[src/rtl/mult_arbiter.sv]
// Round-robin arbiter sharing one start/busy multiplier between two requesters.
// Each requester gets a mult-like port; products are routed back to the granted owner.
module mult_arbiter #(
  parameter int WIDTH  = 8,
  parameter int OWIDTH = 2 * WIDTH
) (
  input  logic              clk_i,
  input  logic              rst_n_i,
  input  logic [WIDTH-1:0]  req0_a_i,
  input  logic [WIDTH-1:0]  req0_b_i,
  input  logic              req0_start_i,
  output logic              req0_busy_o,
  output logic [OWIDTH-1:0] req0_y_bo,
  input  logic [WIDTH-1:0]  req1_a_i,
  input  logic [WIDTH-1:0]  req1_b_i,
  input  logic              req1_start_i,
  output logic              req1_busy_o,
  output logic [OWIDTH-1:0] req1_y_bo,
  output logic [WIDTH-1:0]  mul_a_o,
  output logic [WIDTH-1:0]  mul_b_o,
  output logic              mul_start_o,
  input  logic              mul_busy_i,
  input  logic [OWIDTH-1:0] mul_y_bi
);

  typedef enum logic [1:0] {
    ST_IDLE,
    ST_ISSUE,
    ST_WAIT_BUSY,
    ST_WAIT_DONE
  } state_e;

  logic [WIDTH-1:0] req_a [2];
  logic [WIDTH-1:0] req_b [2];
  logic [1:0]       req_start;

  assign req_a[0]  = req0_a_i;
  assign req_a[1]  = req1_a_i;
  assign req_b[0]  = req0_b_i;
  assign req_b[1]  = req1_b_i;
  assign req_start = {req1_start_i, req0_start_i};

  state_e state_q, state_d;
  logic   owner_q, owner_d;
  logic   grant, done;

  // A requester's busy flag doubles as its pending bit: set on capture, cleared on completion.
  logic [1:0]        busy_q, busy_d;
  logic              last_grant_q, last_grant_d;
  logic [WIDTH-1:0]  op_a_q [2];
  logic [WIDTH-1:0]  op_a_d [2];
  logic [WIDTH-1:0]  op_b_q [2];
  logic [WIDTH-1:0]  op_b_d [2];
  logic [OWIDTH-1:0] y_q [2];
  logic [OWIDTH-1:0] y_d [2];
  logic [WIDTH-1:0]  mul_a_q, mul_a_d;
  logic [WIDTH-1:0]  mul_b_q, mul_b_d;
  logic              mul_start_q, mul_start_d;

  // State register.
  // NOTE: sequential state uses non-blocking (<=) so every flop samples pre-edge values.
  always_ff @(posedge clk_i or negedge rst_n_i) begin
    if (!rst_n_i) begin
      state_q <= ST_IDLE;
      owner_q <= 1'b0;
    end else begin
      state_q <= state_d;
      owner_q <= owner_d;
    end
  end

  // Next-state logic; a grant only happens once the mult has drained.
  // NOTE: every always_comb output gets a default first so no latch is inferred.
  always_comb begin
    state_d = state_q;
    owner_d = owner_q;
    grant   = 1'b0;
    done    = 1'b0;
    unique case (state_q)
      ST_IDLE: begin
        if (!mul_busy_i && (busy_q != 2'b00)) begin
          grant   = 1'b1;
          owner_d = (busy_q == 2'b11) ? ~last_grant_q : busy_q[1];
          state_d = ST_ISSUE;
        end
      end
      ST_ISSUE:     state_d = ST_WAIT_BUSY;
      ST_WAIT_BUSY: if (mul_busy_i) state_d = ST_WAIT_DONE;
      ST_WAIT_DONE: begin
        if (!mul_busy_i) begin
          done    = 1'b1;
          state_d = ST_IDLE;
        end
      end
      default:      state_d = ST_IDLE;
    endcase
  end

  // Output / datapath logic.
  always_comb begin
    busy_d       = busy_q;
    last_grant_d = last_grant_q;
    op_a_d       = op_a_q;
    op_b_d       = op_b_q;
    y_d          = y_q;
    mul_start_d  = grant;
    mul_a_d      = mul_a_q;
    mul_b_d      = mul_b_q;
    if (grant) begin
      mul_a_d = op_a_q[owner_d];
      mul_b_d = op_b_q[owner_d];
    end
    if (done) last_grant_d = owner_q;
    for (int n = 0; n < 2; n++) begin
      // The owner is still busy at completion, so a capture can never collide with it.
      if (done && (owner_q == 1'(n))) begin
        busy_d[n] = 1'b0;
        y_d[n]    = mul_y_bi;
      end else if (req_start[n] && !busy_q[n]) begin
        busy_d[n] = 1'b1;
        op_a_d[n] = req_a[n];
        op_b_d[n] = req_b[n];
      end
    end
  end

  // NOTE: the operand and result registers are tiny and visible on ports, so they are reset too.
  always_ff @(posedge clk_i or negedge rst_n_i) begin
    if (!rst_n_i) begin
      busy_q       <= 2'b00;
      last_grant_q <= 1'b1;
      op_a_q       <= '{default: '0};
      op_b_q       <= '{default: '0};
      y_q          <= '{default: '0};
      mul_a_q      <= '0;
      mul_b_q      <= '0;
      mul_start_q  <= 1'b0;
    end else begin
      busy_q       <= busy_d;
      last_grant_q <= last_grant_d;
      op_a_q       <= op_a_d;
      op_b_q       <= op_b_d;
      y_q          <= y_d;
      mul_a_q      <= mul_a_d;
      mul_b_q      <= mul_b_d;
      mul_start_q  <= mul_start_d;
    end
  end

  assign req0_busy_o = busy_q[0];
  assign req1_busy_o = busy_q[1];
  assign req0_y_bo   = y_q[0];
  assign req1_y_bo   = y_q[1];
  assign mul_a_o     = mul_a_q;
  assign mul_b_o     = mul_b_q;
  assign mul_start_o = mul_start_q;

endmodule

[config.mk]
export PLATFORM = sky130hd
export DESIGN_NAME = mult_arbiter
export DESIGN_NICKNAME = d
export VERILOG_FILES = /design/src/rtl/mult_arbiter.sv
export SDC_FILE = /design/constraint.sdc
export NUM_CORES = 1
export LEC_CHECK = 0
export CAP_MARGIN = 20
export CORE_ASPECT_RATIO = 0.6
export CORE_MARGIN = 4
export CORE_UTILIZATION = 25
export DETAILED_ROUTE_END_ITERATION = 10
export HOLD_SLACK_MARGIN = 0.15
export PLACE_DENSITY = 0.45
export SETUP_SLACK_MARGIN = 0.15
export SYNTH_ARGS = -nofsm -noshare
export SYNTH_HDL_FRONTEND = slang
export SYNTH_SLANG_ARGS = --single-unit
[constraint.sdc]
create_clock -name clk_i -period 2.7 [get_ports clk_i]
set_input_delay 0.54 -clock clk_i [delete_from_list [all_inputs] [get_ports clk_i]]
set_output_delay 0.54 -clock clk_i [all_outputs]
set_load 0.02 [all_outputs]
==> run summary, run 1 <==
Worst path top cell family by delay = buffers and inverters
CP required = 2.16 ns
Worst EP arrival = 1.51 ns
Fin area = 5110 sq um
F_max = 487 MHz
Total global routing overflow = 0
Chip height = 101 um
Dpl cell area = 4820 sq um
Avg Cell Area, Syn = 15.5 sq um
# DRC = 0
Placer Congestion = 0.718
Setup-failing EPs final = 0
Crit path from = busy_q[0]$_DFFE_PN0P_
P per Cell Area = 1160 nW/um^2
Post-CTS Setup Repair Bufs = 0
Largest net degree at the start of global routing = 53
Leakage power = 2.16 nW
Hold WS = 0.168 ns
Reg area = 2180 sq um
DRT Pass-1 Iters = 4
Post-DRT Antenna Nets = 0
Hold Path Class = input port to async pin
Initial Util = 0.260
Worst setup margin = 0.645 ns
Setup Total Neg Slack = 0 ns
WS Path Type = flop to output pin
Initial antenna violation count = 0
Num CTS Buffers = 9
Fin cells = 534
Area leader, netlist = dfrtp_1
DR vias = 2288
Outcome = finished clean
Post-Place Setup Slack = 0.290 ns
CP bufs+invs = 1
RR Startpoint = state_q[0]$_DFFE_PN0P_
Crit-path cells = clkdlybuf4s50_1
Max_slew headroom = 0.418
Worst Setup End Kind = output pin
Via-to-Cell Ratio = 4.28
Layout Nets = 393
Filler cells = 1330
Syn Inst Count = 232
Area grow syn2layout = 42.3%
Syn_nets = 288
Clock Tree Buf Depth = 2
Rows = 33
Post-CTS Hold Buffers = 0
Clk sinks = 87
Top post-synthesis cells by area = dfrtp_1 60%, mux2_2 16%, a221o_1 4.5%
Final period util = 0.761
Clock Skews = 0.00335 ns
Total of max-cap violations = 0
Root buf cell = clkbuf_16
CTS tree = built
Seq/Total Area, Yosys = 0.607
Pins over their slew limit = 0
Final hold vios = 0
Multi-input gate area = 1280 sq um
Fin util = 0.369
Antenna cells = 0
Mapped Area = 3590 sq um
RSZ-0062 raised after global routing = false
First-pass GRT wire length = 14200 um
# IOs = 104
Core area = 13800 sq um
Top-area cell type share of the netlist area = 0.600
Max stage delay on crit path = 0.68 ns
Clock slew at reported path FFs = 0.06 ns
Iter 0 DRT Violations = 80
# port buffers = 103
Gr usage total = 0.114
Share of cells above drive strength 1 = 0.263
Distinct cells, synth = 34
Cts repair resizes = 0
Wirelength, routed = 9070 um
Placed cells = 518
Synth warnings = 0
VDD IR max = 414 uV
Most frequent cells in the layout = 102 x clkdlybuf4s50_1, 86 x dfrtp_1, 52 x mux2_2, 16 x a21boi_0, 16 x a221o_1
Slew @ Worst Pin = 0.873 ns
WL/cell = 17.0 um
Die width = 163 um
Htree depth = 3
Die footprint = 16400 sq um
Critical Path Start Type = flop
Detailed placer's ending HPWL = 6290 um
Slowest-stage cell, CP = clkdlybuf4s50_1
Commonest non-fill, non-tap cell in the layout = clkdlybuf4s50_1
Clk Latency, worst-skew pair = 0.33 ns
Critical path fanouts, max = 6
Final Power = 5.94 mW
Post-layout minimum cycle time = 2.05 ns
Seq cells post-synth = 87
Vias in the first global route = 2425
[metal layers]
metal / up-vias / share of wire / wire length (um) / GRT usage
met1: 1153 / 0.50 / 4570 / 0.166
met4: 0 / 0.0076 / 69 / 0.0232
li1: 1065 / - / - / -
met5: - / 0 / 0 / 0
met2: 60 / 0.43 / 3870 / 0.163
met3: 10 / 0.061 / 555 / 0.0409
[cells in the mapped netlist]
library cell / n
mux2_1: 3
nor2b_1: 1
o211ai_1: 1
nor2_1: 3
mux2i_1: 1
nor3b_2: 1
a22oi_1: 1
nand2_1: 3
buf_12: 1
mux2_4: 10
a21oi_1: 1
a21boi_0: 16
buf_4: 3
a21o_1: 1
o21a_1: 1
nand3_1: 1
and3_4: 1
a221o_1: 16
nand2b_1: 1
dfstp_2: 1
o21ai_0: 2
nor3b_1: 1
ha_1: 3
nand3b_1: 1
clkbuf_1: 2
mux2_2: 52
inv_1: 5
buf_6: 4
dfrtp_1: 86
and3_1: 1
or2_2: 1
buf_2: 5
nor3b_4: 1
nand3b_4: 1
[kinds of logic (layout without fill, tap and decap cells)]
logic type | count (synthesis) | after routing | synth area share
flops | 87 | 87 | 0.607
mux | 66 | 66 | 0.217
compound gates | 39 | 39 | 0.0906
buf+inv | 20 | 130 | 0.0387
simple gates | 17 | 17 | 0.0363
fa+ha+maj | 3 | 3 | 0.0105
[registers in the layout, indices dropped and copies added, names as in the netlist]
name          flops
req0_y_bo        16
busy_q            2
mul_a_o           8
last_grant_q      1
op_b_q           16
mul_b_o           8
req1_y_bo        16
state_q           2
owner_q           1
mul_start_o       1
op_a_q           16
[worst paths after layout]
path | to | slack (ns) | depth (start not counted)
worst min register to register | op_a_q[7]$_DFFE_PN0P_ | 0.50 | 1
worst min-delay path | req1_y_bo[6]$_DFFE_PN0N_ | 0.17 | 1
min in group clk_i | op_a_q[7]$_DFFE_PN0P_ | 0.50 | 1
worst max register to register | mul_a_o[7]$_DFFE_PN0P_ | 0.74 | 5
worst max-delay path | req0_busy_o | 0.65 | 1
max in group asynchronous | last_grant_q$_DFFE_PN1N_ | 1.84 | 2
[where the power goes]
part | internal (mW) | switching, mW | total [mW]
clock | 0.738 | 0.472 | 1.21
sequential | 1.94 | 0.363 | 2.30
combinational | 1.37 | 1.06 | 2.43
total | 4.04 | 1.89 | 5.94
[cell type report]
| type | count | share of cell area |
|---|---|---|
| clock buffers | 12 | 0.0482 |
| well taps | 192 | 0.0470 |
| clock inverters | 4 | 0.00882 |
| multi-input cells | 125 | 0.251 |
| inverters | 5 | 0.00367 |
| repair buffers | 109 | 0.215 |
| flip-flops and latches | 87 | 0.426 |
(Power assumes the default switching activity.)
==> run 2, diff against run 1 <==
==> constraint.sdc (replaced) <==
create_clock -name clk_i -period 2 [get_ports clk_i]
set_input_delay 0.4 -clock clk_i [delete_from_list [all_inputs] [get_ports clk_i]]
set_output_delay 0.4 -clock clk_i [all_outputs]
set_load 0.02 [all_outputs]
==> run 2 against run 1 <==
Compared with the run above:
- via count rose by 1.7%
- setup slack got worse by 0.41 ns
- design area is 2.8% higher
- first-iteration DRC count up 3.8%
- clock power rose by 61%
- register-to-register slack got worse by 0.51 ns
- critical path depth up 3
- count of clock-buffer cells in the layout down 1
- final cell count increased by 1.7%
==> run summary, run 2 (synthesis results as in run 1) <==
Cell depth of the worst flop-to-flop path = 4 (-1)
Num CTS Buffers = 9 (unchanged)
Initial Util = 0.260 (unchanged)
Post-CTS Setup Repair Bufs = 0 (unchanged)
Setup Total Neg Slack = 0 ns (unchanged)
# port buffers = 103 (unchanged)
FF-to-FF setup slack = 0.23 ns (-0.51 ns)
Placer Congestion = 0.698 (-2.8%)
CP required = 2.22 ns (+0.06 ns)
Max_slew headroom = 0.610 (+0.192)
# DRC = 0 (unchanged)
Hold Path Class = flop to flop
DR vias = 2326 (+1.7%)
Antenna cells = 0 (unchanged)
Post-layout minimum cycle time = 1.77 ns
Root buf cell = clkbuf_16
Worst Setup End Kind = flop
Final Power = 8.38 mW (+41%)
Critical Path Start Type = flop
Detailed placer's ending HPWL = 6790 um (+7.8%)
Clock slew at reported path FFs = 0.07 ns (about the same)
Fin cells = 543 (+1.7%)
HP Start = op_a_q[2]$_DFFE_PN0P_
Clock Tree Buf Depth = 2 (unchanged)
Die width = 163 um (unchanged)
Fin util = 0.380 (+0.0103)
Combinational Power Share = 0.395 (-0.014)
WL/cell = 17.3 um (+2.0%)
Largest net degree at the start of global routing = 40 (-25%)
Dpl cell area = 4880 sq um (+1.3%)
Outcome = finished clean
Initial antenna violation count = 0 (unchanged)
Htree depth = 3 (unchanged)
WHS Endpoint = mul_a_o[2]$_DFFE_PN0P_
Placed cells = 526 (+1.5%)
Core area = 13800 sq um (unchanged)
Pins over their slew limit = 0 (unchanged)
Clk Latency, worst-skew pair = 0.34 ns (about the same)
RR Startpoint = state_q[0]$_DFFE_PN0P_
Clk sinks = 87 (unchanged)
P_sw = 2.63 mW (+39%)
# IOs = 104 (unchanged)
RSZ-0062 raised after global routing = true
First-pass GRT wire length = 14900 um (+4.8%)
Share of cells above drive strength 1 = 0.285 (+0.0217)
Via-to-Cell Ratio = 4.28 (about the same)
Die footprint = 16400 sq um (unchanged)
P per Cell Area = 1600 nW/um^2 (+37%)
Post-DRT Antenna Nets = 0 (unchanged)
Gr usage total = 0.120 (+0.00622)
WS Path Type = flop to flop
Wirelength, routed = 9410 um (+3.8%)
Total of max-cap violations = 0 (unchanged)
Commonest non-fill, non-tap cell in the layout = clkdlybuf4s50_1
Worst EP arrival = 1.99 ns (+0.48 ns)
Fin area = 5250 sq um (+2.8%)
Setup-failing EPs final = 0 (unchanged)
Chip height = 101 um (unchanged)
VDD IR max = 557 uV (+34%)
Final hold vios = 0 (unchanged)
Layout Nets = 402 (+2.3%)
Most frequent cells in the layout = 100 x clkdlybuf4s50_1, 86 x dfrtp_1, 52 x mux2_2, 16 x a21boi_0, 16 x a221o_1
Total global routing overflow = 0 (unchanged)
Critical path fanouts, max = 17 (+11)
Flop pwr share = 0.373 (-0.014)
Reg2reg end = req0_y_bo[3]$_DFFE_PN0N_
Slew @ Worst Pin = 0.585 ns (-0.288 ns)
Switching Share = 0.314 (-0.00509)
Rows = 33 (unchanged)
Iter 0 DRT Violations = 83 (+3.8%)
Clock network power share = 0.232 (+0.028)
Internal = 5.75 mW (+42%)
Leakage power = 2.22 nW (+2.9%)
Final period util = 0.884
Vias in the first global route = 2552 (+5.2%)
Area grow syn2layout = 46.3%
F_max = 565 MHz
Hold path depth = 1
Clock Skews = 0.00659 ns (+0.00324 ns)
CTS tree = built
DRT Pass-1 Iters = 4 (unchanged)
==> run 2: changes by cell type in the layout (fill, tap and decap cells not counted), moves of 2 or more <==
cell	before	now
clkinv_2	3	0
buf_4	5	11
bufinv_16	1	3
clkinvlp_4	0	2
dlygate4sd2_1	0	2
clkdlybuf4s50_1	102	100
==> run 2: routing by layer <==
layer  share of wire  global-route usage  vias up
met5               0                   0        -
met4          0.0079              0.0271        0
met3           0.056              0.0425        9
met2            0.43               0.171       60
met1            0.50               0.176     1184
li1                -                   -     1073
==> run 2: final cells by class <==
cell class	count	area, sq um
tap	192	240
timing repair buffer	118	1180
multi-input combinational	125	1290
inverter	5	18.8
clock buffer	11	243
clock inverter	5	105
fill	1300	8580
sequential	87	2180
==> run 2: worst max-delay path by stage <==
stage	startpoint	end	slack (ns)
floorplan	state_q[1]$_DFFE_PN0P_	op_a_q[10]$_DFFE_PN0P_	0.15
global placement	mul_busy_i	mul_b_o[2]$_DFFE_PN0P_	-0.03
detailed placement	mul_busy_i	mul_b_o[4]$_DFFE_PN0P_	-0.03
CTS	state_q[0]$_DFFE_PN0P_	req0_y_bo[7]$_DFFE_PN0N_	0.16
global route	state_q[0]$_DFFE_PN0P_	req0_y_bo[8]$_DFFE_PN0N_	0.11
finish	state_q[0]$_DFFE_PN0P_	req0_y_bo[3]$_DFFE_PN0N_	0.23
==> run 2: stage by stage <==
| stage | hold slack (ns) | worst slack [ns] |
|---|---|---|
| after floorplan | 0.104 | 0.150 |
| after global placement | 0.444 | -0.0335 |
| after detailed placement | 0.446 | -0.0254 |
| after CTS | 0.499 | 0.159 |
| after global routing | 0.519 | 0.114 |
| final | 0.494 | 0.231 |
==> run 2: timing repair <==
action	4_1_cts	5_1_grt
gates cloned	0	0
resized for setup	2	4
hold endpoints to repair	36	0
endpoints found under the setup margin	2	27
hold buffers	1	0
==> run 2: critical path, stage by stage, from the launching register on <==
cell and delay, ns:
dfrtp_1 0.43, ha_2 0.28, nor3b_4 0.35, buf_8 0.24
mux2_2 0.35
==> run 2: power by group through the flow <==
stage	sequential [mW]	clock [mW]	combinational (mW)
finish	3.12	1.95	3.31
global placement	3.14	0	3.30
global route	3.24	2.08	3.55
CTS	3.13	2.00	3.35
floorplan	3.60	0	1.37
detailed placement	3.15	0	3.35
==> run 3, diff against run 2 <==
==> constraint.sdc (replaced) <==
create_clock -name clk_i -period 1.98 [get_ports clk_i]
set_input_delay 0.396 -clock clk_i [delete_from_list [all_inputs] [get_ports clk_i]]
set_output_delay 0.396 -clock clk_i [all_outputs]
set_load 0.02 [all_outputs]
==> run 3 against run 2 <==
Compared with the run above:
- combinational power about the same
- first-iteration DRC count up 2.4%
- critical path depth down 3
- largest cell class unchanged
- critical endpoint is now mul_b_o[1]
- wire length down 2.8%
- critical path type is now flop to output pin
==> run summary, run 3 (synthesis results as in run 1) <==
Worst EP arrival = 1.35 ns (-0.64 ns)
Max_slew headroom = 0.714 (+0.104)
P per Cell Area = 1580 nW/um^2 (-0.73%)
# IOs = 104 (unchanged)
Slew @ Worst Pin = 0.429 ns (-0.156 ns)
Post-DRT Antenna Nets = 0 (unchanged)
Hold WS = 0.494 ns (-0.000501 ns)
Combinational Power Share = 0.403 (+0.008)
Worst Setup End Kind = output pin
Total global routing overflow = 0 (unchanged)
Via-to-Cell Ratio = 4.31 (+0.66%)
RR Startpoint = state_q[0]$_DFFE_PN0P_
CP required = 1.58 ns (-0.64 ns)
WL/cell = 16.8 um (-3.1%)
F_max = 573 MHz
Filler cells = 1339 (+3.0%)
Pins over their slew limit = 0 (unchanged)
VDD IR max = 485 uV (-13%)
DRT Pass-1 Iters = 4 (unchanged)
CP Depth = 1 (-3)
WS Path Type = flop to output pin
Crit-path cells = clkdlybuf4s50_1
Clock slew at reported path FFs = 0.06 ns (about the same)
Largest net degree at the start of global routing = 30 (-25%)
CP bufs+invs = 1 (unchanged)
Clock network power share = 0.215 (-0.017)
Total of max-cap violations = 0 (unchanged)
Leakage power = 2.21 nW (-0.46%)
Chip height = 101 um (unchanged)
Rows = 33 (unchanged)
Critical path fanouts, max = 2 (-15)
Fin util = 0.377 (-0.00280)
Root buf cell = clkbuf_16
Post-CTS Setup Repair Bufs = 0 (unchanged)
Share of cells above drive strength 1 = 0.289 (+0.00405)
Die footprint = 16400 sq um (unchanged)
First-pass GRT wire length = 14800 um (-0.38%)
# port buffers = 103 (unchanged)
Detailed placer's ending HPWL = 6730 um (-0.81%)
Reg2reg end = op_a_q[8]$_DFFE_PN0P_
# DRC = 0 (unchanged)
Switching Share = 0.317 (+0.00349)
Max stage delay on crit path = 0.63 ns (+0.20 ns)
Area grow syn2layout = 45.2%
Wirelength, routed = 9150 um (-2.8%)
Core area = 13800 sq um (unchanged)
Setup-failing EPs final = 0 (unchanged)
Htree depth = 3 (unchanged)
Outcome = finished clean
Critical path capture point = mul_b_o[1]
Antenna cells = 0 (unchanged)
RSZ-0062 raised after global routing = false
Slowest-stage cell, CP = clkdlybuf4s50_1
Gr usage total = 0.117 (-0.00292)
Final period util = 0.882
Most frequent cells in the layout = 100 x clkdlybuf4s50_1, 86 x dfrtp_1, 52 x mux2_2, 16 x a21boi_0, 16 x a221o_1
Initial Util = 0.260 (unchanged)
Layout Nets = 404 (+0.50%)
Iter 0 DRT Violations = 85 (+2.4%)
Hold Path Class = flop to flop
Critical Path Start Type = flop
Internal = 5.64 mW (-2.0%)
FF-to-FF setup slack = 0.24 ns (about the same)
Commonest non-fill, non-tap cell in the layout = clkdlybuf4s50_1
P_sw = 2.62 mW (-0.37%)
Clk Latency, worst-skew pair = 0.33 ns (about the same)
CTS tree = built
Crit path from = mul_b_o[1]$_DFFE_PN0P_
Clock Tree Buf Depth = 2 (unchanged)
Final hold vios = 0 (unchanged)
Initial antenna violation count = 0 (unchanged)
Post-layout minimum cycle time = 1.75 ns
DR vias = 2350 (+1.0%)
Placer Congestion = 0.688 (-1.4%)
Die width = 163 um (unchanged)
Cell depth of the worst flop-to-flop path = 5 (+1)
Clock Skews = 0.00376 ns (-0.00284 ns)
Num CTS Buffers = 9 (unchanged)
Flop pwr share = 0.382 (+0.009)
Vias in the first global route = 2578 (+1.0%)
Clk sinks = 87 (unchanged)
Worst path top cell family by delay = buffers and inverters
[run 3: power by group through the flow]
stage / Clock, mW / Sequential, mW / Combinational, mW
2_1_floorplan: 0 / 3.64 / 1.39
3_3_place_gp: 0 / 3.18 / 3.33
3_5_place_dp: 0 / 3.19 / 3.38
4_1_cts: 1.83 / 3.17 / 3.38
5_1_grt: 1.90 / 3.27 / 3.58
6_report: 1.77 / 3.15 / 3.33
[run 3: cell type report]
class	instances	area, sq um	share of cell area
Tap cell	192	240	0.0461
Sequential cell	87	2180	0.418
Clock buffer	10	229	0.0439
Multi-Input combinational cell	125	1290	0.247
Inverter	5	18.8	0.00360
Clock inverter	6	85.1	0.0163
Timing Repair Buffer	120	1170	0.225
[run 3: stage by stage]
step | total power [mW] | setup TNS (ns) | std cells | cell area, sq um | setup WS (ns)
2_1_floorplan | 5.03 | 0 | 232 | 3590 | 0.130
3_3_place_gp | 6.51 | -0.635 | 528 | 4880 | -0.0565
3_5_place_dp | 6.57 | -0.839 | 528 | 4880 | -0.0557
4_1_cts | 8.38 | 0 | 545 | 5200 | 0.195
5_1_grt | 8.76 | 0 | 545 | 5210 | 0.166
6_report | 8.26 | 0 | 545 | 5210 | 0.234
[run 3: routing by layer]
layer,track usage,share of wire,up-vias
met4,0.0213,0.0054,0
met2,0.169,0.43,58
met1,0.174,0.51,1211
met3,0.0376,0.055,8
li1,-,-,1073
met5,0,0,-
[run 3: how the worst min path moves through the flow]
stage | cells after the start | to | from | slack, ns
floorplan | 0 | busy_q[0]$_DFFE_PN0P_ | rst_n_i | 0.10
global placement | 1 | req1_y_bo[5]$_DFFE_PN0N_ | rst_n_i | 0.37
detailed placement | 1 | req1_y_bo[5]$_DFFE_PN0N_ | rst_n_i | 0.36
CTS | 1 | op_b_q[7]$_DFFE_PN0P_ | op_b_q[7]$_DFFE_PN0P_ | 0.50
global route | 1 | mul_a_o[0]$_DFFE_PN0P_ | op_a_q[0]$_DFFE_PN0P_ | 0.52
finish | 1 | op_b_q[7]$_DFFE_PN0P_ | op_b_q[7]$_DFFE_PN0P_ | 0.49
[run 3: repair_timing]
| action | CTS | global route |
|---|---|---|
| resized for setup | 2 | 2 |
| hold buffers | 1 | 0 |
| setup endpoints to repair | 2 | 27 |
| hold endpoints to repair | 24 | 0 |
